--- src/rtl/change_dispenser_if.sv ---
// Bundle of the change dispenser signals: the refund request and balance from
// the calculator, the three hopper handshakes, and the payout status.
// The dispenser takes the slave view. The surrounding datapath (or a bench)
// takes the master view.
interface change_dispenser_if;
  logic       refund_req;
  logic [9:0] balance_in;
  logic [2:0] hopper_empty;
  logic       hopper_ack;
  logic       coin50_out;
  logic       coin10_out;
  logic       coin5_out;
  logic       busy;
  logic       done;
  logic       sum_clear;
  logic [9:0] remaining;
  logic [7:0] coin_cnt;
  logic       fault;
  logic [1:0] fault_code;

  modport master (
    output refund_req, balance_in, hopper_empty, hopper_ack,
    input  coin50_out, coin10_out, coin5_out, busy, done, sum_clear,
           remaining, coin_cnt, fault, fault_code
  );

  modport slave (
    input  refund_req, balance_in, hopper_empty, hopper_ack,
    output coin50_out, coin10_out, coin5_out, busy, done, sum_clear,
           remaining, coin_cnt, fault, fault_code
  );
endinterface

--- src/rtl/change_dispenser.sv ---
// Change dispenser: latches the balance on a refund edge and pays it out
// greedily as 50/10/5 coins through a pulse/acknowledge handshake with the
// hoppers. Empty hoppers are skipped. On completion it pulses sum_clear so the
// balance calculator zeroes its balance.
// Every output is a register loaded from the next-state values, so each output
// is aligned with the state it describes.
module change_dispenser #(
  parameter int PULSE_CYC   = 4,
  parameter int GAP_CYC     = 4,
  parameter int TIMEOUT_CYC = 250,
  parameter int MAX_BAL     = 995
) (
  input  logic               clk,
  input  logic               reset,
  change_dispenser_if.slave  bus
);

  typedef enum logic [2:0] {
    ST_IDLE     = 3'd0,
    ST_SELECT   = 3'd1,
    ST_PULSE    = 3'd2,
    ST_WAIT_ACK = 3'd3,
    ST_GAP      = 3'd4,
    ST_DONE     = 3'd5,
    ST_FAULT    = 3'd6
  } state_t;

  localparam logic [7:0] PULSE_LAST   = 8'(PULSE_CYC - 1);
  localparam logic [7:0] GAP_LAST     = 8'(GAP_CYC - 1);
  localparam logic [7:0] TIMEOUT_LAST = 8'(TIMEOUT_CYC - 1);
  localparam logic [9:0] MAX_BAL_V    = 10'(MAX_BAL);

  localparam logic [1:0] FC_NONE    = 2'b00;
  localparam logic [1:0] FC_TIMEOUT = 2'b01;
  localparam logic [1:0] FC_NOCOIN  = 2'b10;
  localparam logic [1:0] FC_ILLEGAL = 2'b11;

  // A legal balance is in range and a whole number of 5-units.
  function automatic logic bal_legal(input logic [9:0] bal);
    return (bal <= MAX_BAL_V) && ((bal % 10'd5) == 10'd0);
  endfunction

  // Face value of the one-hot coin selection {50,10,5}.
  function automatic logic [9:0] coin_value(input logic [2:0] sel);
    case (sel)
      3'b100:  return 10'd50;
      3'b010:  return 10'd10;
      3'b001:  return 10'd5;
      default: return 10'd0;
    endcase
  endfunction

  state_t     state_r, state_s;
  logic [7:0] cnt_r, cnt_s;
  logic [9:0] remaining_r, remaining_s;
  logic [7:0] coin_cnt_r, coin_cnt_s;
  logic [2:0] sel_r, sel_s;
  logic [1:0] fault_code_r, fault_code_s;
  logic       rq_d_r;
  logic [2:0] coin_r, coin_s;
  logic       busy_r, busy_s;
  logic       done_r, done_s;
  logic       fault_r, fault_s;
  logic       edge_s;
  logic       load_s;

  assign edge_s = bus.refund_req & ~rq_d_r;

  // Next-state, datapath updates and output decode for the payout FSM.
  always_comb begin
    state_s      = state_r;
    cnt_s        = cnt_r;
    remaining_s  = remaining_r;
    coin_cnt_s   = coin_cnt_r;
    sel_s        = sel_r;
    fault_code_s = fault_code_r;
    load_s       = 1'b0;

    case (state_r)
      ST_IDLE: begin
        if (edge_s) begin
          load_s = 1'b1;
        end else begin
          state_s = ST_IDLE;
        end
      end

      ST_SELECT: begin
        cnt_s = 8'd0;
        if (remaining_r == 10'd0) begin
          state_s = ST_DONE;
        end else if ((remaining_r >= 10'd50) && !bus.hopper_empty[2]) begin
          sel_s   = 3'b100;
          state_s = ST_PULSE;
        end else if ((remaining_r >= 10'd10) && !bus.hopper_empty[1]) begin
          sel_s   = 3'b010;
          state_s = ST_PULSE;
        end else if ((remaining_r >= 10'd5) && !bus.hopper_empty[0]) begin
          sel_s   = 3'b001;
          state_s = ST_PULSE;
        end else begin
          fault_code_s = FC_NOCOIN;
          state_s      = ST_FAULT;
        end
      end

      ST_PULSE: begin
        if (cnt_r == PULSE_LAST) begin
          cnt_s   = 8'd0;
          state_s = ST_WAIT_ACK;
        end else begin
          cnt_s = cnt_r + 8'd1;
        end
      end

      ST_WAIT_ACK: begin
        if (bus.hopper_ack) begin
          remaining_s = remaining_r - coin_value(sel_r);
          coin_cnt_s  = coin_cnt_r + 8'd1;
          cnt_s       = 8'd0;
          state_s     = ST_GAP;
        end else if (cnt_r == TIMEOUT_LAST) begin
          cnt_s        = 8'd0;
          fault_code_s = FC_TIMEOUT;
          state_s      = ST_FAULT;
        end else begin
          cnt_s = cnt_r + 8'd1;
        end
      end

      ST_GAP: begin
        // The gap only advances while the hopper has released ack.
        if (!bus.hopper_ack) begin
          if (cnt_r == GAP_LAST) begin
            cnt_s   = 8'd0;
            state_s = ST_SELECT;
          end else begin
            cnt_s = cnt_r + 8'd1;
          end
        end else begin
          cnt_s = cnt_r;
        end
      end

      ST_DONE: begin
        state_s = ST_IDLE;
      end

      ST_FAULT: begin
        if (edge_s) begin
          if (fault_code_r == FC_ILLEGAL) begin
            load_s = 1'b1;
          end else begin
            fault_code_s = FC_NONE;
            state_s      = ST_SELECT;
          end
        end else begin
          state_s = ST_FAULT;
        end
      end

      default: begin
        state_s = ST_IDLE;
      end
    endcase

    // A fresh request, from IDLE or to recover from an illegal balance.
    if (load_s) begin
      remaining_s = bus.balance_in;
      if (bal_legal(bus.balance_in)) begin
        coin_cnt_s   = 8'd0;
        fault_code_s = FC_NONE;
        state_s      = ST_SELECT;
      end else begin
        fault_code_s = FC_ILLEGAL;
        state_s      = ST_FAULT;
      end
    end else begin
      load_s = 1'b0;
    end

    coin_s  = (state_s == ST_PULSE) ? sel_s : 3'b000;
    busy_s  = (state_s != ST_IDLE);
    done_s  = (state_s == ST_DONE);
    fault_s = (state_s == ST_FAULT);
  end

  // State, datapath and registered outputs. Async reset drops the coin lines at once.
  always_ff @(posedge clk or posedge reset) begin
    if (reset) begin
      state_r      <= ST_IDLE;
      cnt_r        <= 8'd0;
      remaining_r  <= 10'd0;
      coin_cnt_r   <= 8'd0;
      sel_r        <= 3'b000;
      fault_code_r <= FC_NONE;
      rq_d_r       <= 1'b0;
      coin_r       <= 3'b000;
      busy_r       <= 1'b0;
      done_r       <= 1'b0;
      fault_r      <= 1'b0;
    end else begin
      state_r      <= state_s;
      cnt_r        <= cnt_s;
      remaining_r  <= remaining_s;
      coin_cnt_r   <= coin_cnt_s;
      sel_r        <= sel_s;
      fault_code_r <= fault_code_s;
      rq_d_r       <= bus.refund_req;
      coin_r       <= coin_s;
      busy_r       <= busy_s;
      done_r       <= done_s;
      fault_r      <= fault_s;
    end
  end

  assign bus.coin50_out = coin_r[2];
  assign bus.coin10_out = coin_r[1];
  assign bus.coin5_out  = coin_r[0];
  assign bus.busy       = busy_r;
  assign bus.done       = done_r;
  assign bus.sum_clear  = done_r;
  assign bus.remaining  = remaining_r;
  assign bus.coin_cnt   = coin_cnt_r;
  assign bus.fault      = fault_r;
  assign bus.fault_code = fault_code_r;

endmodule

--- src/flat_wrapper.sv ---
// flat-port wrapper written by rule: the top's interface ports become plain ports
module change_dispenser_flat 
#(
  parameter int PULSE_CYC   = 4,
  parameter int GAP_CYC     = 4,
  parameter int TIMEOUT_CYC = 250,
  parameter int MAX_BAL     = 995
)
  (clk, reset, bus_refund_req, bus_balance_in, bus_hopper_empty, bus_hopper_ack, bus_coin50_out, bus_coin10_out, bus_coin5_out, bus_busy, bus_done, bus_sum_clear, bus_remaining, bus_coin_cnt, bus_fault, bus_fault_code);
  change_dispenser_if bus_i ();
  input  logic clk;
  input  logic reset;
  input wire logic [$bits(bus_i.refund_req)-1:0] bus_refund_req;
  input wire logic [$bits(bus_i.balance_in)-1:0] bus_balance_in;
  input wire logic [$bits(bus_i.hopper_empty)-1:0] bus_hopper_empty;
  input wire logic [$bits(bus_i.hopper_ack)-1:0] bus_hopper_ack;
  output wire logic [$bits(bus_i.coin50_out)-1:0] bus_coin50_out;
  output wire logic [$bits(bus_i.coin10_out)-1:0] bus_coin10_out;
  output wire logic [$bits(bus_i.coin5_out)-1:0] bus_coin5_out;
  output wire logic [$bits(bus_i.busy)-1:0] bus_busy;
  output wire logic [$bits(bus_i.done)-1:0] bus_done;
  output wire logic [$bits(bus_i.sum_clear)-1:0] bus_sum_clear;
  output wire logic [$bits(bus_i.remaining)-1:0] bus_remaining;
  output wire logic [$bits(bus_i.coin_cnt)-1:0] bus_coin_cnt;
  output wire logic [$bits(bus_i.fault)-1:0] bus_fault;
  output wire logic [$bits(bus_i.fault_code)-1:0] bus_fault_code;
  assign bus_i.refund_req = bus_refund_req;
  assign bus_i.balance_in = bus_balance_in;
  assign bus_i.hopper_empty = bus_hopper_empty;
  assign bus_i.hopper_ack = bus_hopper_ack;
  assign bus_coin50_out = bus_i.coin50_out;
  assign bus_coin10_out = bus_i.coin10_out;
  assign bus_coin5_out = bus_i.coin5_out;
  assign bus_busy = bus_i.busy;
  assign bus_done = bus_i.done;
  assign bus_sum_clear = bus_i.sum_clear;
  assign bus_remaining = bus_i.remaining;
  assign bus_coin_cnt = bus_i.coin_cnt;
  assign bus_fault = bus_i.fault;
  assign bus_fault_code = bus_i.fault_code;
  change_dispenser #(.PULSE_CYC(PULSE_CYC), .GAP_CYC(GAP_CYC), .TIMEOUT_CYC(TIMEOUT_CYC), .MAX_BAL(MAX_BAL)) u_core (.clk(clk), .reset(reset), .bus(bus_i));
endmodule
--- config.mk ---
export PLATFORM = sky130hd
export DESIGN_NAME = change_dispenser_flat
export DESIGN_NICKNAME = d
export VERILOG_FILES = /design/src/rtl/change_dispenser_if.sv /design/src/rtl/change_dispenser.sv /design/src/flat_wrapper.sv
export SDC_FILE = /design/constraint.sdc
export NUM_CORES = 1
export LEC_CHECK = 0
export ABC_AREA = 1
export CORE_ASPECT_RATIO = 1.75
export CORE_UTILIZATION = 50
export DETAILED_ROUTE_END_ITERATION = 7
export GPL_TIMING_DRIVEN = 0
export PLACE_DENSITY = 0.74
export SLEW_MARGIN = 20
export SYNTH_ARGS = -nofsm -noshare
export SYNTH_HDL_FRONTEND = slang
export SYNTH_SLANG_ARGS = --single-unit
export TNS_END_PERCENT = 5
--- constraint.sdc ---
create_clock -name clk -period 3 [get_ports clk]
set_input_delay 0.75 -clock clk [delete_from_list [all_inputs] [get_ports clk]]
set_output_delay 0.75 -clock clk [all_outputs]
set_load 0.01 [all_outputs]
# --- Word level (Yosys, flattened, before mapping) ---
# Cells that the tools add are included.
totals:
  ram_bits: 0
  wordCells: 113
  rom_bits: 0
  inputBits: 17
  ff_bits: 41
  output_inout_bits: 27
  n_memories: 0
  latchBits: 0
classes:
  div_mod_pow: 1
  n_shift: 0
  n_reduce_logical: 18
  add_sub_neg: 3
  magnitude_cmp: 4
  eq_ne: 23
  n_bitwise: 2
  n_mux: 51
  mul: 0
ops:
  columns: ["cell", "count"]
  rows:
  - ["8-bit 2-to-1 mux", 8]
  - ["3-bit 2-to-1 mux", 20]
  - ["10-bit 2-to-1 mux", 5]
  - ["8-bit case mux with 4 select lines", 1]
  - ["10-bit logical NOT", 2]
  - ["2-bit 2-to-1 mux", 10]
  - ["3-bit case mux with 6 select lines", 1]
  - ["6-bit case mux with 3 select lines", 1]
  - ["8-bit by 1-bit adder with 8-bit output (second input constant)", 2]
  - ["3-bit == test (second input constant)", 5]
  - ["3-bit != test (second input constant)", 5]
  - ["3-bit by 2-bit == test with 1-bit output (second input constant)", 4]
  - ["10-bit by 3-bit greater-or-equal comparator with 1-bit output (second input constant)", 1]
  - ["10-bit by 4-bit greater-or-equal comparator with 1-bit output (second input constant)", 1]
  - ["10-bit by 6-bit greater-or-equal comparator with 1-bit output (second input constant)", 1]
  - ["10-bit less-or-equal comparator (second input constant)", 1]
  - ["10-bit by 3-bit modulo with 10-bit output (second input constant)", 1]
  - ["10-bit subtractor", 1]
  - ["9-bit AND reduction", 1]
  - ["8-bit by 2-bit == test with 1-bit output (second input constant)", 1]
  - ["8-bit == test (second input constant)", 1]
  - ["4-bit nonzero test", 2]
  - ["3-bit by 1-bit == test with 1-bit output (second input constant)", 2]
  - ["3-bit by 1-bit != test with 1-bit output (second input constant)", 2]
  - ["14 further kinds", 23]

# --- Depth between registers and ports, before layout ---
# Gate-level depths: netlist (run 1).
depth:
  word_depth: 10
  depth_mapped: 46
  mapped_depth_nobuf: 46

# --- Least setup slack after synthesis (run 1) ---
# Ideal clock, no wire load.
synth_path:
  path_type: "input -> register"
  from: "in bus_balance_in[7]"
  to: "reg u_core.coin_r[0]"
  t_required_ns: 2.875
  n_path_buf: 0
  path_slack_ns: -1.296
  setup_time_ns: 0.125
  path_stages: 40
  t_arrival_ns: 4.170
  cell_sequence: "inv_1 nand3_1 nand3_1 nand2_2 nand3_1 nand3_2 nand2_4 nand2_2 nand2_2 nand3_2 nand2_2 nand2_2 nand2_2 nand3_2 nand2_2 nand2_2 nand2_2 nand3_1 (+4 left out) ha_1 inv_1 nand3_2 nand2_1 inv_2 nand3_1 nand2_1 ha_1 inv_1 nand3_1 nand3_1 inv_1 a21oi_2 nand3_2 nand2_4 nor2_1 nand2_1 nor2_1"
synth_via:
  elab_chain_len: 7
  word_cells_on_any_way: 8
  classes_between: "1 x div; 1 x order compare; 1 x eq/ne; 3 x mux; 2 x reduce/logical"
synth_lines:
  columns: ["item", "line_no", "text"]
  rows:
  - ["from (decl)", "flat_wrapper.sv:14", "input wire logic [$bits(bus_i.balance_in)-1:0] bus_balance_in;"]
  - ["10-bit by 3-bit modulo with 10-bit output", "change_dispenser.sv:40", "return (bal <= MAX_BAL_V) && ((bal % 10'd5) == 10'd0);"]
  - ["10-bit logical NOT", "change_dispenser.sv:40", null]
  - ["1-bit logical AND *", "change_dispenser.sv:40", null]
  - ["3-bit 2-to-1 mux *", "change_dispenser.sv:170", "if (bal_legal(bus.balance_in)) begin"]
  - ["3-bit 2-to-1 mux *", "change_dispenser.sv:168", "if (load_s) begin"]
  - ["via u_core.state_s[0]", "change_dispenser.sv:53", "state_t state_r, state_s;"]
  - ["3-bit by 2-bit == test with 1-bit output *", "change_dispenser.sv:182", "coin_s = (state_s == ST_PULSE) ? sel_s : 3'b000;"]
  - ["3-bit 2-to-1 mux *", "change_dispenser.sv:182", null]
  - ["via u_core.coin_s[0]", "change_dispenser.sv:60", "logic [2:0] coin_r, coin_s;"]
  - ["to (signal assigned)", "change_dispenser.sv:210", "coin_r <= coin_s;"]
  - ["to (decl)", "change_dispenser.sv:60", null]
# Mark *: on every way through the listed nets, which the timed path passes. The rest lies on a longest branch.
# A chain may end at the register's enable or synchronous reset.

# --- Final worst setup path (run 1) ---
layout_path:
  from: "in bus_balance_in[7]"
  to: "reg u_core.coin_cnt_r[7] (netlist: u_core.bus.coin_cnt[7])"
layout_via:
  elab_chain_len: 5
  word_cells_on_any_way: 6
  classes_between: "1 x div; 1 x order compare; 2 x mux; 2 x reduce/logical"
layout_lines:
  columns: ["item", "line_no", "text"]
  rows:
  - ["10-bit by 3-bit modulo with 10-bit output", "change_dispenser.sv:40", null]
  - ["10-bit logical NOT", "change_dispenser.sv:40", null]
  - ["1-bit logical AND *", "change_dispenser.sv:40", null]
  - ["8-bit 2-to-1 mux *", "change_dispenser.sv:170", null]
  - ["8-bit 2-to-1 mux *", "change_dispenser.sv:168", null]
  - ["via u_core.coin_cnt_s[7]", "change_dispenser.sv:56", "logic [7:0] coin_cnt_r, coin_cnt_s;"]
  - ["to (signal assigned)", "change_dispenser.sv:206", "coin_cnt_r <= coin_cnt_s;"]
  - ["to (decl)", "change_dispenser.sv:56", null]
# Marks and branches as above.

==> summary.txt, run 1 <==
Status
  – Run status: finished with violations
  – Violated checks: setup timing

Power and ir drop
  – Sum of internal, switching and leakage power: 3.69 mW
  – Static leakage: about 2.1 nW
  – Power per standard cell area: 858 mW/mm^2
  – Maximum resistive drop on vdd: roughly 0.45 mV

Global route
  – Wire length of the first global-routing pass: approximately 14,000 microns
  – Pin count of the biggest net entering global routing: 35
  – Via count of the first global-routing pass: ~3.3k
  – GRT Util Overall: 25.2%
  – Antenna violations before repair: 0
  – Residual overflow from global routing: 0

Setup path
  – Critical path required time: 3.20 ns
  – Critical path data arrival time: 4.52 ns
  – Highest-delay cell along the critical path: sky130_fd_sc_hd__ha_4
  – Critical path startpoint category: primary input
  – Crit Path Category: primary input to flop
  – CP max stage delay: 0.17 ns
  – Most common cell type on the critical path: sky130_fd_sc_hd__nand2_2
  – Max FO, Critical Path: 8
  – Sort of element at the end of the critical path: flop

Yosys
  – Post-synthesis sequential area ratio: 32.5%
  – Area of the mapped netlist: 0.00316 sq mm
  – EDFF count, synth: 0
  – Adder-cell share of the synthesized area: 5.38%
  – Compound-Gate Fraction of Synth Area: 11.9%
  – Dominant combinational cell family by area after synthesis: simple AND/OR/NAND/NOR gates
  – Number of distinct library cells after synthesis: 38
  – Fraction of synthesized area in multiplexers: 0%
  – Simple-gate portion of the synthesized area: 36.1%
  – Post-synthesis xor/xnor area fraction: 3.33%
  – Post-synthesis cell count: 457
  – Fraction of registers with async set or reset after synthesis: 100%
  – Count of warnings emitted by yosys: 0
  – Post-synthesis net count: ~490
  – Top FF cell, synth: sky130_fd_sc_hd__dfrtp_1
  – Post-synthesis sequential element count: 41
  – Mean cell area of the mapped netlist: 6.92 sq um

Detailed routing
  – Number of nets with antenna violations after routing: 0
  – Met3 wirelength from detailed routing: 193 microns
  – Detailed-route vias per instance: 5.41
  – Uppermost metal layer occupied by signal nets: met4
  – Routed via count: 3,344
  – Starting DRC count in detailed routing: 129
  – Drt first pass iters: 5
  – Avg WL per Cell: 13.4 microns
  – Met1 routed wirelength after detailed routing: ~3100 microns
  – Remaining routing DRC violations: 0
  – Amount of wire on met2 after detailed routing: 4790 microns
  – Wire length reported by the detailed router: 8300 microns

Cells and area
  – Most frequent cells in the layout: 83 x sky130_fd_sc_hd__nand2_1, 69 x sky130_fd_sc_hd__inv_1, 46 x sky130_fd_sc_hd__nor2_1, 41 x sky130_fd_sc_hd__dfrtp_1, 38 x sky130_fd_sc_hd__clkdlybuf4s50_1
  – Layout cells sized above 1: 23.6%
  – Most frequent standard cell in the layout excluding fill and tap cells: sky130_fd_sc_hd__nand2_1
  – Fillers: a little under 500
  – Number of nets in the final layout: 567
  – Area growth syn-to-layout: 36.1%
  – Final antenna diode count: 0

STA
  – Setup Viol. Count Final: 18
  – Rel. slew slack: between 50% and 60%
  – Part of the cycle the worst path needs: 144%
  – Number of hold-slack violations in the final timing report: 0
  – Setup repair after global routing missed its margin: yes
  – Post-route clock skew: 0.00391 ns
  – Setup slack after layout: -1.33 ns
  – Maximum operating frequency: between 200 and 250 MHz
  – Final number of max-transition violations: 0
  – Shortest period the worst path allows: around 4.3 ns
  – Worst-Margin Slew: between 0.6 and 0.7 ns

Floorplan
  – Top-Level Pins: 44
  – Floorplan die area: 0.00666 sq mm
  – Die Wd: ~62 microns
  – Total core area: 0.00613 sq mm
  – Row cnt: 38
  – Initial standard-cell utilization of the core: 51.5%
  – Die Ht: 107 microns

Placement
  – Pre-CTS setup slack: -2.29 ns
  – HPWL after DPL: about 6200 microns
  – Placer's final routability congestion estimate: 0.933
  – Count of input and output buffers: 43

CTS
  – CTS clk-pin slew, worst paths: 0.08 ns
  – Clock tree from TritonCTS: yes
  – Number of buffers created by CTS: 5
  – Buffer type at the clock tree root: sky130_fd_sc_hd__clkbuf_8
  – Maximum root-to-sink buffer count: 2
  – Clock latency of the later-clocked register in the worst-skew pair: 0.29 ns
  – H-Tree Depth: 2
  – TritonCTS sink count: 41

Min path
  – Class of the tightest hold or removal check: flop to flop

Job
  – Maximum capacitance violations: 0
==> worst paths after layout <==
kind                                               start                       end  slack (ns)  depth (start not counted)
min in group asynchronous                          reset    u_core.bus.coin_cnt[5]        0.67                          2
max in group asynchronous                          reset         u_core.state_r[0]        1.91                          3
worst min register to register  u_core.bus.fault_code[0]  u_core.bus.fault_code[0]        0.57                          2
worst max-delay path                   bus_balance_in[7]    u_core.bus.coin_cnt[7]       -1.33                         45
worst max register to register   u_core.bus.remaining[9]  u_core.bus.fault_code[0]        0.37                         12
worst min-delay path            u_core.bus.fault_code[0]  u_core.bus.fault_code[0]        0.57                          2
==> layer usage <==
metal  track usage, %  vias to the layer above
li1                 -                     1646
met1             25.4                     1592
met2             52.1                       87
met3             1.81                       19
met4             9.14                        0
met5                0                        -
==> area by class of cell <==
cell class / count / area [sq um] / area share (%)
plain buffers: 3 / 15.0 / 0.349
clock buffers: 5 / 68.8 / 1.60
clock inverters: 3 / 17.5 / 0.407
inverters: 87 / 330 / 7.68
multi-input cells: 326 / 2050 / 47.7
flip-flops and latches: 41 / 1030 / 23.8
well taps: 80 / 100 / 2.33
repair buffers: 73 / 692 / 16.1
==> critical path: cells and delay by family <==
family | cells | cell delay, ns
simple gates | 28 | 2.17
buf+inv | 13 | 0.97
compound gates | 2 | 0.32
fa+ha+maj | 2 | 0.32
==> registers in the layout, summed over array words and instances, names as in the netlist <==
| register | count |
|---|---|
| u_core.bus.remaining | 10 |
| u_core.bus.coin_cnt | 8 |
| u_core.cnt_r | 8 |
| u_core.coin_r | 3 |
| u_core.sel_r | 3 |
| u_core.state_r | 3 |
| u_core.bus.fault_code | 2 |
| u_core.bus.busy | 1 |
| u_core.bus.done | 1 |
| u_core.bus.fault | 1 |
| u_core.rq_d_r | 1 |
==> synth_stat cells, types with 3 or more instances <==
cell | n | area share (%)
sky130_fd_sc_hd__a21oi_1 | 14 | 2.2
sky130_fd_sc_hd__a21oi_2 | 3 | 0.83
sky130_fd_sc_hd__dfrtp_1 | 41 | 32
sky130_fd_sc_hd__ha_1 | 12 | 4.8
sky130_fd_sc_hd__inv_1 | 79 | 9.4
sky130_fd_sc_hd__inv_2 | 8 | 0.95
sky130_fd_sc_hd__nand2_1 | 98 | 12
sky130_fd_sc_hd__nand2_2 | 18 | 3.6
sky130_fd_sc_hd__nand3_1 | 41 | 6.5
sky130_fd_sc_hd__nand3_2 | 8 | 2.5
sky130_fd_sc_hd__nand4_1 | 7 | 1.4
sky130_fd_sc_hd__nor2_1 | 46 | 5.5
sky130_fd_sc_hd__nor3_1 | 9 | 1.4
sky130_fd_sc_hd__nor4_1 | 5 | 0.99
sky130_fd_sc_hd__o211ai_1 | 6 | 1.4
sky130_fd_sc_hd__o21ai_0 | 18 | 2.9
sky130_fd_sc_hd__o221ai_1 | 6 | 1.7
sky130_fd_sc_hd__xnor2_1 | 5 | 1.4
sky130_fd_sc_hd__xor2_1 | 7 | 1.9
==> cells by family (layout without fill, tap and decap cells) <==
family | count (synthesis) | in the layout
buffers and inverters | 90 | 171
adder cells (fa/ha/maj) | 13 | 13
AND/OR/NAND/NOR | 242 | 242
XOR/XNOR | 12 | 12
AO/OA/AOI/OAI | 59 | 59
flip-flops | 41 | 41
==> through the flow <==
stage          hold WS (ns)  area, sq um  instances  TNS, ns  utilization (%)
2_1_floorplan         0.521         3260        457   -19.08                -
3_3_place_gp          0.553         3790        580   -36.00             61.8
3_5_place_dp          0.554         3810        581   -38.25             62.2
4_1_cts               0.574         4070        606   -20.22             66.4
5_1_grt               0.588         4300        618   -27.68             70.2
6_report              0.570         4300        618   -22.49             70.2
==> timing repair <==
action / in CTS / in global routing
resized for setup: 33 / 29
hold buffers: 0 / 0
pin swaps: 24 / 22
setup buffers: 17 / 12
setup endpoints to repair: 18 / 18
cloned: 0 / 0
==> power breakdown <==
group,internal (mW),switching [mW]
Sequential,0.729,0.189
Clock,0.161,0.196
Combinational,1.06,1.36
Note: power is estimated with default switching activity, not from simulation.
==> inputs of run 2 (changes only) <==
--- a/config.mk
+++ b/config.mk
@@ -5,12 +5,11 @@
 export SDC_FILE = /design/constraint.sdc
 export NUM_CORES = 1
 export LEC_CHECK = 0
-export ABC_AREA = 1
 export CORE_ASPECT_RATIO = 1.75
 export CORE_UTILIZATION = 50
 export DETAILED_ROUTE_END_ITERATION = 7
 export GPL_TIMING_DRIVEN = 0
-export PLACE_DENSITY = 0.74
+export PLACE_DENSITY = 0.73
 export SLEW_MARGIN = 20
 export SYNTH_ARGS = -nofsm -noshare
 export SYNTH_HDL_FRONTEND = slang
==> run 2 against run 1 <==
Effect of this change:
- largest power group unchanged
- worst setup slack worse by 0.44 ns
- the run still ends with setup timing left
- sequential share of layout area shrank 2.2 points
- die area is 15% higher
- global-route usage up 3.8 points
- via count rose by 13%
- clock skew barely moved
- cell count is 3.2% lower
==> summary.txt, run 2 <==
Status
  – Run status: finished with violations
  – Violated checks: setup timing

Floorplan
  – Initial standard-cell utilization of the core: 52.2% (+0.68 points)
  – Floorplan die area: 0.00762 sq mm (+15%)
  – Die Ht: 115 microns (+7.1%)
  – Die Wd: 66.4 microns (+7.0%)
  – Top-Level Pins: 44 (unchanged)
  – Total core area: 0.00696 sq mm (+13%)
  – Row cnt: 40 (+5.3%)

STA
  – Setup Viol. Count Final: 14 (-4)
  – Worst-Margin Slew: 0.938 ns (+0.243 ns)
  – Maximum operating frequency: 210 MHz (-9.3%)
  – Part of the cycle the worst path needs: 159% (+15 points)
  – Shortest period the worst path allows: 4.77 ns (+0.442 ns)
  – Final number of max-transition violations: 0 (unchanged)
  – Number of hold-slack violations in the final timing report: 0 (unchanged)
  – Post-Route Setup TNS: -24.53 ns (-2.04 ns)
  – Rel. slew slack: 37.1% (-16 points)
  – Setup repair after global routing missed its margin: yes
  – Setup slack after layout: -1.77 ns (-0.442 ns)
  – Hold slack: 0.536 ns (-0.0342 ns)
  – Post-route clock skew: 0.00401 ns (+0.000100 ns)

CTS
  – CTS clk-pin slew, worst paths: 0.06 ns (-0.02 ns)
  – Post-CTS Hold Buffers: 0 (unchanged)
  – Clock latency of the later-clocked register in the worst-skew pair: 0.28 ns (about the same)
  – Number of buffers created by CTS: 5 (unchanged)
  – TritonCTS sink count: 41 (unchanged)
  – Clock tree from TritonCTS: yes
  – Buffer type at the clock tree root: sky130_fd_sc_hd__clkbuf_16
  – Maximum root-to-sink buffer count: 2 (unchanged)
  – H-Tree Depth: 2 (unchanged)

Yosys
  – Post-synthesis cell count: 444 (-2.8%)
  – Leading post-synthesis cells by instance count: 48 x sky130_fd_sc_hd__nand2_1, 41 x sky130_fd_sc_hd__dfrtp_1, 41 x sky130_fd_sc_hd__nor2_1
  – Mean cell area of the mapped netlist: 8.18 sq um (+18%)
  – Dominant cells by area after synthesis: sky130_fd_sc_hd__dfrtp_1 28%, sky130_fd_sc_hd__nand2_1 5.0%, sky130_fd_sc_hd__ha_1 4.5%, sky130_fd_sc_hd__o21ai_0 4.3%, sky130_fd_sc_hd__nor2_1 4.2%
  – Post-synthesis net count: 475 (-2.5%)
  – Cell with the most instances after synthesis: sky130_fd_sc_hd__nand2_1
  – Post-synthesis sequential area ratio: 28.2% (-4.2 points)
  – Fraction of registers with async set or reset after synthesis: 100% (unchanged)
  – Area fraction of the dominant cell type after synthesis: 28.2% (-4.2 points)
  – EDFF count, synth: 0 (unchanged)
  – Top FF cell, synth: sky130_fd_sc_hd__dfrtp_1
  – Post-synthesis sequential element count: 41 (unchanged)
  – Count of warnings emitted by yosys: 0 (unchanged)
  – Cell accounting for the most synthesized area: sky130_fd_sc_hd__dfrtp_1
  – Number of distinct library cells after synthesis: 85 (+120%)
  – Area of the mapped netlist: 0.00363 sq mm (+15%)

Global route
  – GRT Util Overall: 29.0% (+3.8 points)
  – Wire length of the first global-routing pass: 16,900 microns (+24%)
  – Antenna violations before repair: 0 (unchanged)
  – Via count of the first global-routing pass: 3,769 (+16%)
  – Pin count of the biggest net entering global routing: 29 (-17%)
  – Residual overflow from global routing: 0 (unchanged)

Power and ir drop
  – Sum of internal, switching and leakage power: 3.49 mW (-5.5%)
  – Maximum resistive drop on vdd: 0.596 mV (+32%)
  – Power per standard cell area: 736 mW/mm^2 (-14%)
  – Static leakage: 1.98 nW (-7.6%)

Cells and area
  – Fillers: 572 (+17%)
  – Number of nets in the final layout: 544 (-4.1%)
  – Flip-flop count of the largest register after layout: 10 (unchanged)
  – Filler-free cell count of the finished design: 598 (-3.2%)
  – Layout cells sized above 1: 18.3% (-5.3 points)
  – Final antenna diode count: 0 (unchanged)
  – Most frequent cells in the layout: 45 x sky130_fd_sc_hd__nand2_1, 41 x sky130_fd_sc_hd__dfrtp_1, 38 x sky130_fd_sc_hd__nor2_1, 37 x sky130_fd_sc_hd__clkdlybuf4s50_1, 30 x sky130_fd_sc_hd__o21ai_0
  – Area growth syn-to-layout: 30.5%
  – Most frequent standard cell in the layout excluding fill and tap cells: sky130_fd_sc_hd__nand2_1

Setup path
  – Buf/Inv on CP: 6 (-7)
  – Critical path required time: 3.16 ns (-0.04 ns)
  – Critical path startpoint category: primary input
  – Crit Path Category: primary input to flop
  – CP delay by family, top: simple AND/OR/NAND/NOR gates
  – Max FO, Critical Path: 10 (+2)
  – Highest-delay cell along the critical path: sky130_fd_sc_hd__or4_1
  – Cell breakdown of the critical path: buf_4 > buf_6 > and4bb_1 > a31oi_1 > a31o_2 > nand3_4 > buf_6 > buf_4 > o32ai_4 > nor3_4 > ha_4 > or4_1 > o211a_1 > buf_6 > nand4_1 > nand2_2 > ha_4 > a31oi_4 > a22oi_1 > o31a_1 > nor4_4 > buf_12 > nor2_1
  – Critical path data arrival time: 4.93 ns (+0.41 ns)
  – Sort of element at the end of the critical path: flop
  – CP max stage delay: 0.52 ns (+0.35 ns)
  – Most common cell type on the critical path: sky130_fd_sc_hd__buf_6

Placement
  – Count of input and output buffers: 42 (-2.3%)
  – Pre-CTS setup slack: -3.16 ns (-0.871 ns)
  – Placer's final routability congestion estimate: 0.946 (+1.4%)
  – Number of placed instances with taps included: 571 (-1.7%)
  – HPWL after DPL: 7760 microns (+26%)

Detailed routing
  – Routed via count: 3,776 (+13%)
  – Starting DRC count in detailed routing: 284 (+120%)
  – Wire length reported by the detailed router: 10,600 microns (+28%)
  – Avg WL per Cell: 17.7 microns (+32%)
  – Number of nets with antenna violations after routing: 0 (unchanged)
  – Remaining routing DRC violations: 0 (unchanged)
  – Detailed-route vias per instance: 6.31 (+17%)
  – Drt first pass iters: 5 (unchanged)

Min path
  – Class of the tightest hold or removal check: flop to flop

Job
  – Maximum capacitance violations: 0 (unchanged)
## run 2: cell count changes in the layout (fill, tap and decap cells not counted), moves of 9 or more
cell	change
sky130_fd_sc_hd__nand3_1	-11
sky130_fd_sc_hd__buf_6	+10
sky130_fd_sc_hd__inv_2	-15
sky130_fd_sc_hd__nand3_2	-12
sky130_fd_sc_hd__inv_1	-55
sky130_fd_sc_hd__nand2_2	-21
sky130_fd_sc_hd__nand2_1	-38
sky130_fd_sc_hd__nor2b_1	+9
sky130_fd_sc_hd__nand2_4	-11
sky130_fd_sc_hd__o21ai_0	+13
## run 2: worst register-to-register path: cells and delay by family (launching register included)
family          cells  cell delay [ns]
simple gates        3             1.28
flops               1             0.43
compound gates      5             1.05
## run 2: area by class of cell
class | instances | area [sq um] | share of cell area [%]
tap | 84 | 105 | 2.22
clock buffer | 7 | 153 | 3.22
clock inverter | 1 | 5.00 | 0.106
multi-input combinational | 363 | 2610 | 55.1
sequential | 41 | 1030 | 21.7
timing repair buffer | 64 | 604 | 12.8
inverter | 16 | 60.1 | 1.27
buffer | 22 | 173 | 3.64
## run 2: final timing paths
check / startpoint / slack [ns] / cells after the start / end
max in group asynchronous: reset / 1.78 / 3 / u_core.state_r[2]
setup / recovery: bus_balance_in[5] / -1.77 / 23 / u_core.bus.fault_code[1]
min in group asynchronous: reset / 0.77 / 2 / u_core.bus.remaining[9]
setup reg to reg: u_core.bus.remaining[6] / 0.10 / 8 / u_core.bus.fault_code[0]
hold reg to reg: u_core.cnt_r[7] / 0.54 / 1 / u_core.cnt_r[7]
hold / removal: u_core.cnt_r[7] / 0.54 / 1 / u_core.cnt_r[7]
## run 2: report_power, final
part / leakage, nW / internal, mW / switching, mW
registers: 0.538 / 0.724 / 0.213
clock network: 0.0799 / 0.352 / 0.206
logic: 1.37 / 0.936 / 1.06
total: 1.98 / 2.01 / 1.48
## run 2: repair_timing
action                                  4_1_cts  5_1_grt
gates cloned                                  1        0
resized for setup                            63       13
pin swaps                                    21       11
endpoints found under the setup margin       14       15
buffers inserted                             20        0
## run 2: layer usage
| layer | global-route usage, % | vias up | routed length, microns |
|---|---|---|---|
| met5 | 0 | - | 0 |
| met4 | 17.3 | 0 | 512 |
| met3 | 3.77 | 43 | 442 |
| met2 | 55.6 | 124 | 5850 |
| met1 | 28.0 | 1808 | 3790 |
| li1 | - | 1801 | - |
## run 2: stage by stage
| stage | cell area [sq um] | utilization, % |
|---|---|---|
| after floorplan | 3690 | - |
| after global placement | 4220 | 60.6 |
| after detailed placement | 4240 | 60.9 |
| after CTS | 4680 | 67.3 |
| after global routing | 4740 | 68.1 |
| final | 4740 | 68.1 |
## run 2: cells by family (layout without fill, tap and decap cells)
family | count (synthesis) | in the layout | synth area share, %
AOI/OAI and AO/OA | 133 | 133 | 27.4
xor gates and xnor gates | 14 | 14 | 3.38
buffers and inverters | 40 | 110 | 5.17
adders and majority gates | 14 | 14 | 5.03
and+or+nand+nor | 196 | 196 | 29.0
muxes | 6 | 6 | 1.72
DFF | 41 | 41 | 28.2
==> inputs of run 3 (changes only) <==
--- a/config.mk
+++ b/config.mk
@@ -5,11 +5,13 @@
 export SDC_FILE = /design/constraint.sdc
 export NUM_CORES = 1
 export LEC_CHECK = 0
+export CELL_PAD_IN_SITES_DETAIL_PLACEMENT = 0
+export CELL_PAD_IN_SITES_GLOBAL_PLACEMENT = 1
 export CORE_ASPECT_RATIO = 1.75
-export CORE_UTILIZATION = 50
+export CORE_UTILIZATION = 43
 export DETAILED_ROUTE_END_ITERATION = 7
 export GPL_TIMING_DRIVEN = 0
-export PLACE_DENSITY = 0.73
+export PLACE_DENSITY = 0.82
 export SLEW_MARGIN = 20
 export SYNTH_ARGS = -nofsm -noshare
 export SYNTH_HDL_FRONTEND = slang
==> run 3 against run 2 <==
Effect of this change:
- the flow still finishes with violations (setup timing)
- largest cell class unchanged
- clock power is 6.3% lower
- sequential power is 0.7% higher
- die area is 16% higher
- fmax is 1.6% higher
- highest routed layer unchanged
- via count is 0.64% lower
- largest power group unchanged
==> summary.txt, run 3 (synthesis results as in run 2) <==
Status
  – Run status: finished with violations
  – Violated checks: setup timing

CTS
  – Clock latency of the later-clocked register in the worst-skew pair: 0.29 ns (about the same)
  – Buffer type at the clock tree root: sky130_fd_sc_hd__clkbuf_16
  – Maximum root-to-sink buffer count: 2 (unchanged)
  – Number of buffers created by CTS: 5 (unchanged)
  – TritonCTS sink count: 41 (unchanged)
  – CTS clk-pin slew, worst paths: 0.06 ns (about the same)
  – Clock tree from TritonCTS: yes
  – H-Tree Depth: 2 (unchanged)

Floorplan
  – Top-Level Pins: 44 (unchanged)
  – Row cnt: 44 (+10%)
  – Total core area: 0.00826 sq mm (+19%)
  – Floorplan die area: 0.00883 sq mm (+16%)
  – Die Wd: 71.5 microns (+7.6%)
  – Initial standard-cell utilization of the core: 44.0% (-8.2 points)
  – Die Ht: 124 microns (+7.7%)

Setup path
  – CP delay by family, top: compound AO/OA/AOI/OAI gates
  – Max FO, Critical Path: 10 (unchanged)
  – Critical path data arrival time: 4.86 ns (-0.07 ns)
  – Critical path startpoint category: primary input
  – Buf/Inv on CP: 3 (-3)
  – Critical path required time: 3.17 ns (about the same)
  – Cell depth of the worst flop-to-flop path: 8 (unchanged)
  – R2r startpoint: u_core.bus.remaining[7]
  – Flop2flop setup slack: 0.14 ns (+0.04 ns)
  – Crit Path Category: primary input to flop
  – Sort of element at the end of the critical path: flop
  – CP max stage delay: 0.75 ns (+0.23 ns)
  – Worst reg2reg endpoint: u_core.bus.fault_code[0]
  – Highest-delay cell along the critical path: sky130_fd_sc_hd__a2111oi_0
  – Cell breakdown of the critical path: buf_2 > buf_6 > nor4bb_1 > o21ai_1 > and3_1 > buf_6 > and4_1 > mux2_4 > nor3_4 > ha_4 > nor4_2 > a2111oi_0 > nand4_1 > nand3b_1 > a221oi_2 > o31a_1 > o31a_1 > or2_1

Global route
  – Wire length of the first global-routing pass: 18,100 microns (+6.9%)
  – Pin count of the biggest net entering global routing: 24 (-17%)
  – Antenna violations before repair: 0 (unchanged)
  – Residual overflow from global routing: 0 (unchanged)
  – Via count of the first global-routing pass: 3,899 (+3.4%)
  – GRT Util Overall: 25.9% (-3.0 points)

Power and ir drop
  – Static leakage: 1.99 nW (+0.22%)
  – Switching part of the total: 43.0% (+0.61 points)
  – Internal: 1.96 mW (-2.3%)
  – Power per standard cell area: 718 mW/mm^2 (-2.5%)
  – Part of the power in registers: 27.4% (+0.5 points)
  – Net switching component of the power: 1.48 mW (+0.17%)
  – Maximum resistive drop on vdd: 0.510 mV (-15%)
  – Sum of internal, switching and leakage power: 3.44 mW (-1.3%)
  – Clock network fraction of total power: 15.2% (-0.8 points)
  – Comb power frac: 57.4% (+0.2 points)

STA
  – Setup Viol. Count Final: 14 (unchanged)
  – Rel. slew slack: 38.5% (+1.4 points)
  – Shortest period the worst path allows: 4.69 ns (-0.0760 ns)
  – Number of hold-slack violations in the final timing report: 0 (unchanged)
  – Maximum operating frequency: 213 MHz (+1.6%)
  – Hold slack: 0.509 ns (-0.0269 ns)
  – Setup repair after global routing missed its margin: yes
  – Part of the cycle the worst path needs: 156% (-2.5 points)
  – Final number of max-transition violations: 0 (unchanged)
  – Setup slack after layout: -1.69 ns (+0.0760 ns)
  – Post-Route Setup TNS: -22.85 ns (+1.67 ns)
  – Worst-Margin Slew: 0.917 ns (-0.0210 ns)
  – Post-route clock skew: 0.00224 ns (-0.00177 ns)

Placement
  – Area after DPL: 0.00425 sq mm (+0.41%)
  – Pre-CTS setup slack: -3.11 ns (+0.0532 ns)
  – Placer's final routability congestion estimate: 0.957 (+1.1%)
  – Count of input and output buffers: 42 (unchanged)
  – HPWL after DPL: 7970 microns (+2.8%)
  – Number of placed instances with taps included: 579 (+1.4%)

Cells and area
  – Final antenna diode count: 0 (unchanged)
  – Number of nets in the final layout: 550 (+1.1%)
  – Most frequent cells in the layout: 45 x sky130_fd_sc_hd__nand2_1, 41 x sky130_fd_sc_hd__dfrtp_1, 38 x sky130_fd_sc_hd__nor2_1, 37 x sky130_fd_sc_hd__clkdlybuf4s50_1, 30 x sky130_fd_sc_hd__o21ai_0
  – Fillers: 791 (+38%)
  – Filler-free cell count of the finished design: 612 (+2.3%)
  – Area growth syn-to-layout: 32.1%
  – Sequential Area: 0.00103 sq mm (unchanged)
  – Final Instance Area: 0.00480 sq mm (+1.3%)
  – Total area of multi-input combinational cells: 0.00263 sq mm (+0.57%)
  – Flip-flop count of the largest register after layout: 10 (unchanged)
  – Post-route core utilization: 58.1% (-10 points)
  – Layout cells sized above 1: 20.8% (+2.5 points)
  – Most frequent standard cell in the layout excluding fill and tap cells: sky130_fd_sc_hd__nand2_1

Detailed routing
  – Number of nets with antenna violations after routing: 0 (unchanged)
  – Detailed-route vias per instance: 6.13 (-2.9%)
  – Drt first pass iters: 4 (-1)
  – Remaining routing DRC violations: 0 (unchanged)
  – Wire length reported by the detailed router: 11,000 microns (+3.4%)
  – Routed via count: 3,752 (-0.64%)
  – Avg WL per Cell: 17.9 microns (+0.99%)
  – Starting DRC count in detailed routing: 171 (-40%)

Min path
  – Min-delay src: u_core.cnt_r[7]
  – Class of the tightest hold or removal check: flop to flop
  – Endpoint of the worst hold path: u_core.cnt_r[7]
  – Hold path depth: 1 (unchanged)

Job
  – Maximum capacitance violations: 0 (unchanged)
-- run 3: cell types whose count changed in the layout (fill, tap and decap cells not counted), sizes merged --
cell and change:
clkbuf -1, clkinv +1, buf +6
-- run 3: repair_timing --
| action | 4_1_cts | 5_1_grt |
|---|---|---|
| setup buffers | 25 | 2 |
| resized for setup | 60 | 14 |
| setup endpoints to repair | 14 | 16 |
| hold buffers | 0 | 0 |
| pin swaps | 23 | 15 |
-- run 3: per-layer routing --
layer	GRT usage, %	up-vias	wire length [microns]
li1	-	1807	-
met1	26.1	1814	4070
met2	51.8	95	6230
met3	2.35	36	234
met4	13.2	0	418
met5	0	-	0
-- run 3: worst register-to-register path, cell delays in order, from the launching register on --
cell                       delay [ns]
sky130_fd_sc_hd__dfrtp_1         0.45
sky130_fd_sc_hd__or4_1           0.58
sky130_fd_sc_hd__nor4_1          0.34
sky130_fd_sc_hd__a21oi_1         0.16
sky130_fd_sc_hd__or2_2           0.35
sky130_fd_sc_hd__o21ai_0         0.16
sky130_fd_sc_hd__o211ai_1        0.24
sky130_fd_sc_hd__o32ai_1         0.32
sky130_fd_sc_hd__o32ai_1         0.12
-- run 3: final cells by class --
| cell class | instances | share of cell area (%) |
|---|---|---|
| multi-input combinational | 363 | 54.7 |
| sequential | 41 | 21.4 |
| timing repair buffer | 70 | 13.8 |
| buffer | 22 | 3.52 |
| clock buffer | 6 | 2.69 |
| tap | 92 | 2.40 |
| inverter | 16 | 1.25 |
| clock inverter | 2 | 0.209 |
-- run 3: worst max-delay path by stage --
stage | from | depth (start not counted) | slack (ns) | endpoint
after global placement | bus_balance_in[6] | 24 | -3.10 | u_core.bus.coin_cnt[6]
after detailed placement | bus_balance_in[6] | 24 | -3.11 | u_core.bus.coin_cnt[6]
after floorplan | bus_balance_in[8] | 23 | -1.87 | u_core.state_r[1]
final | bus_balance_in[9] | 18 | -1.69 | u_core.state_r[1]
after CTS | bus_balance_in[8] | 21 | -1.62 | u_core.state_r[1]
after global routing | bus_balance_in[4] | 23 | -1.84 | u_core.state_r[1]
-- run 3: power by group through the flow --
stage | sequential, mW | clock [mW] | combinational (mW)
floorplan | 0.940 | 0 | 1.24
global placement | 0.943 | 0 | 1.81
detailed placement | 0.950 | 0 | 1.83
CTS | 0.941 | 0.541 | 1.95
global route | 0.975 | 0.548 | 2.20
finish | 0.944 | 0.522 | 1.98
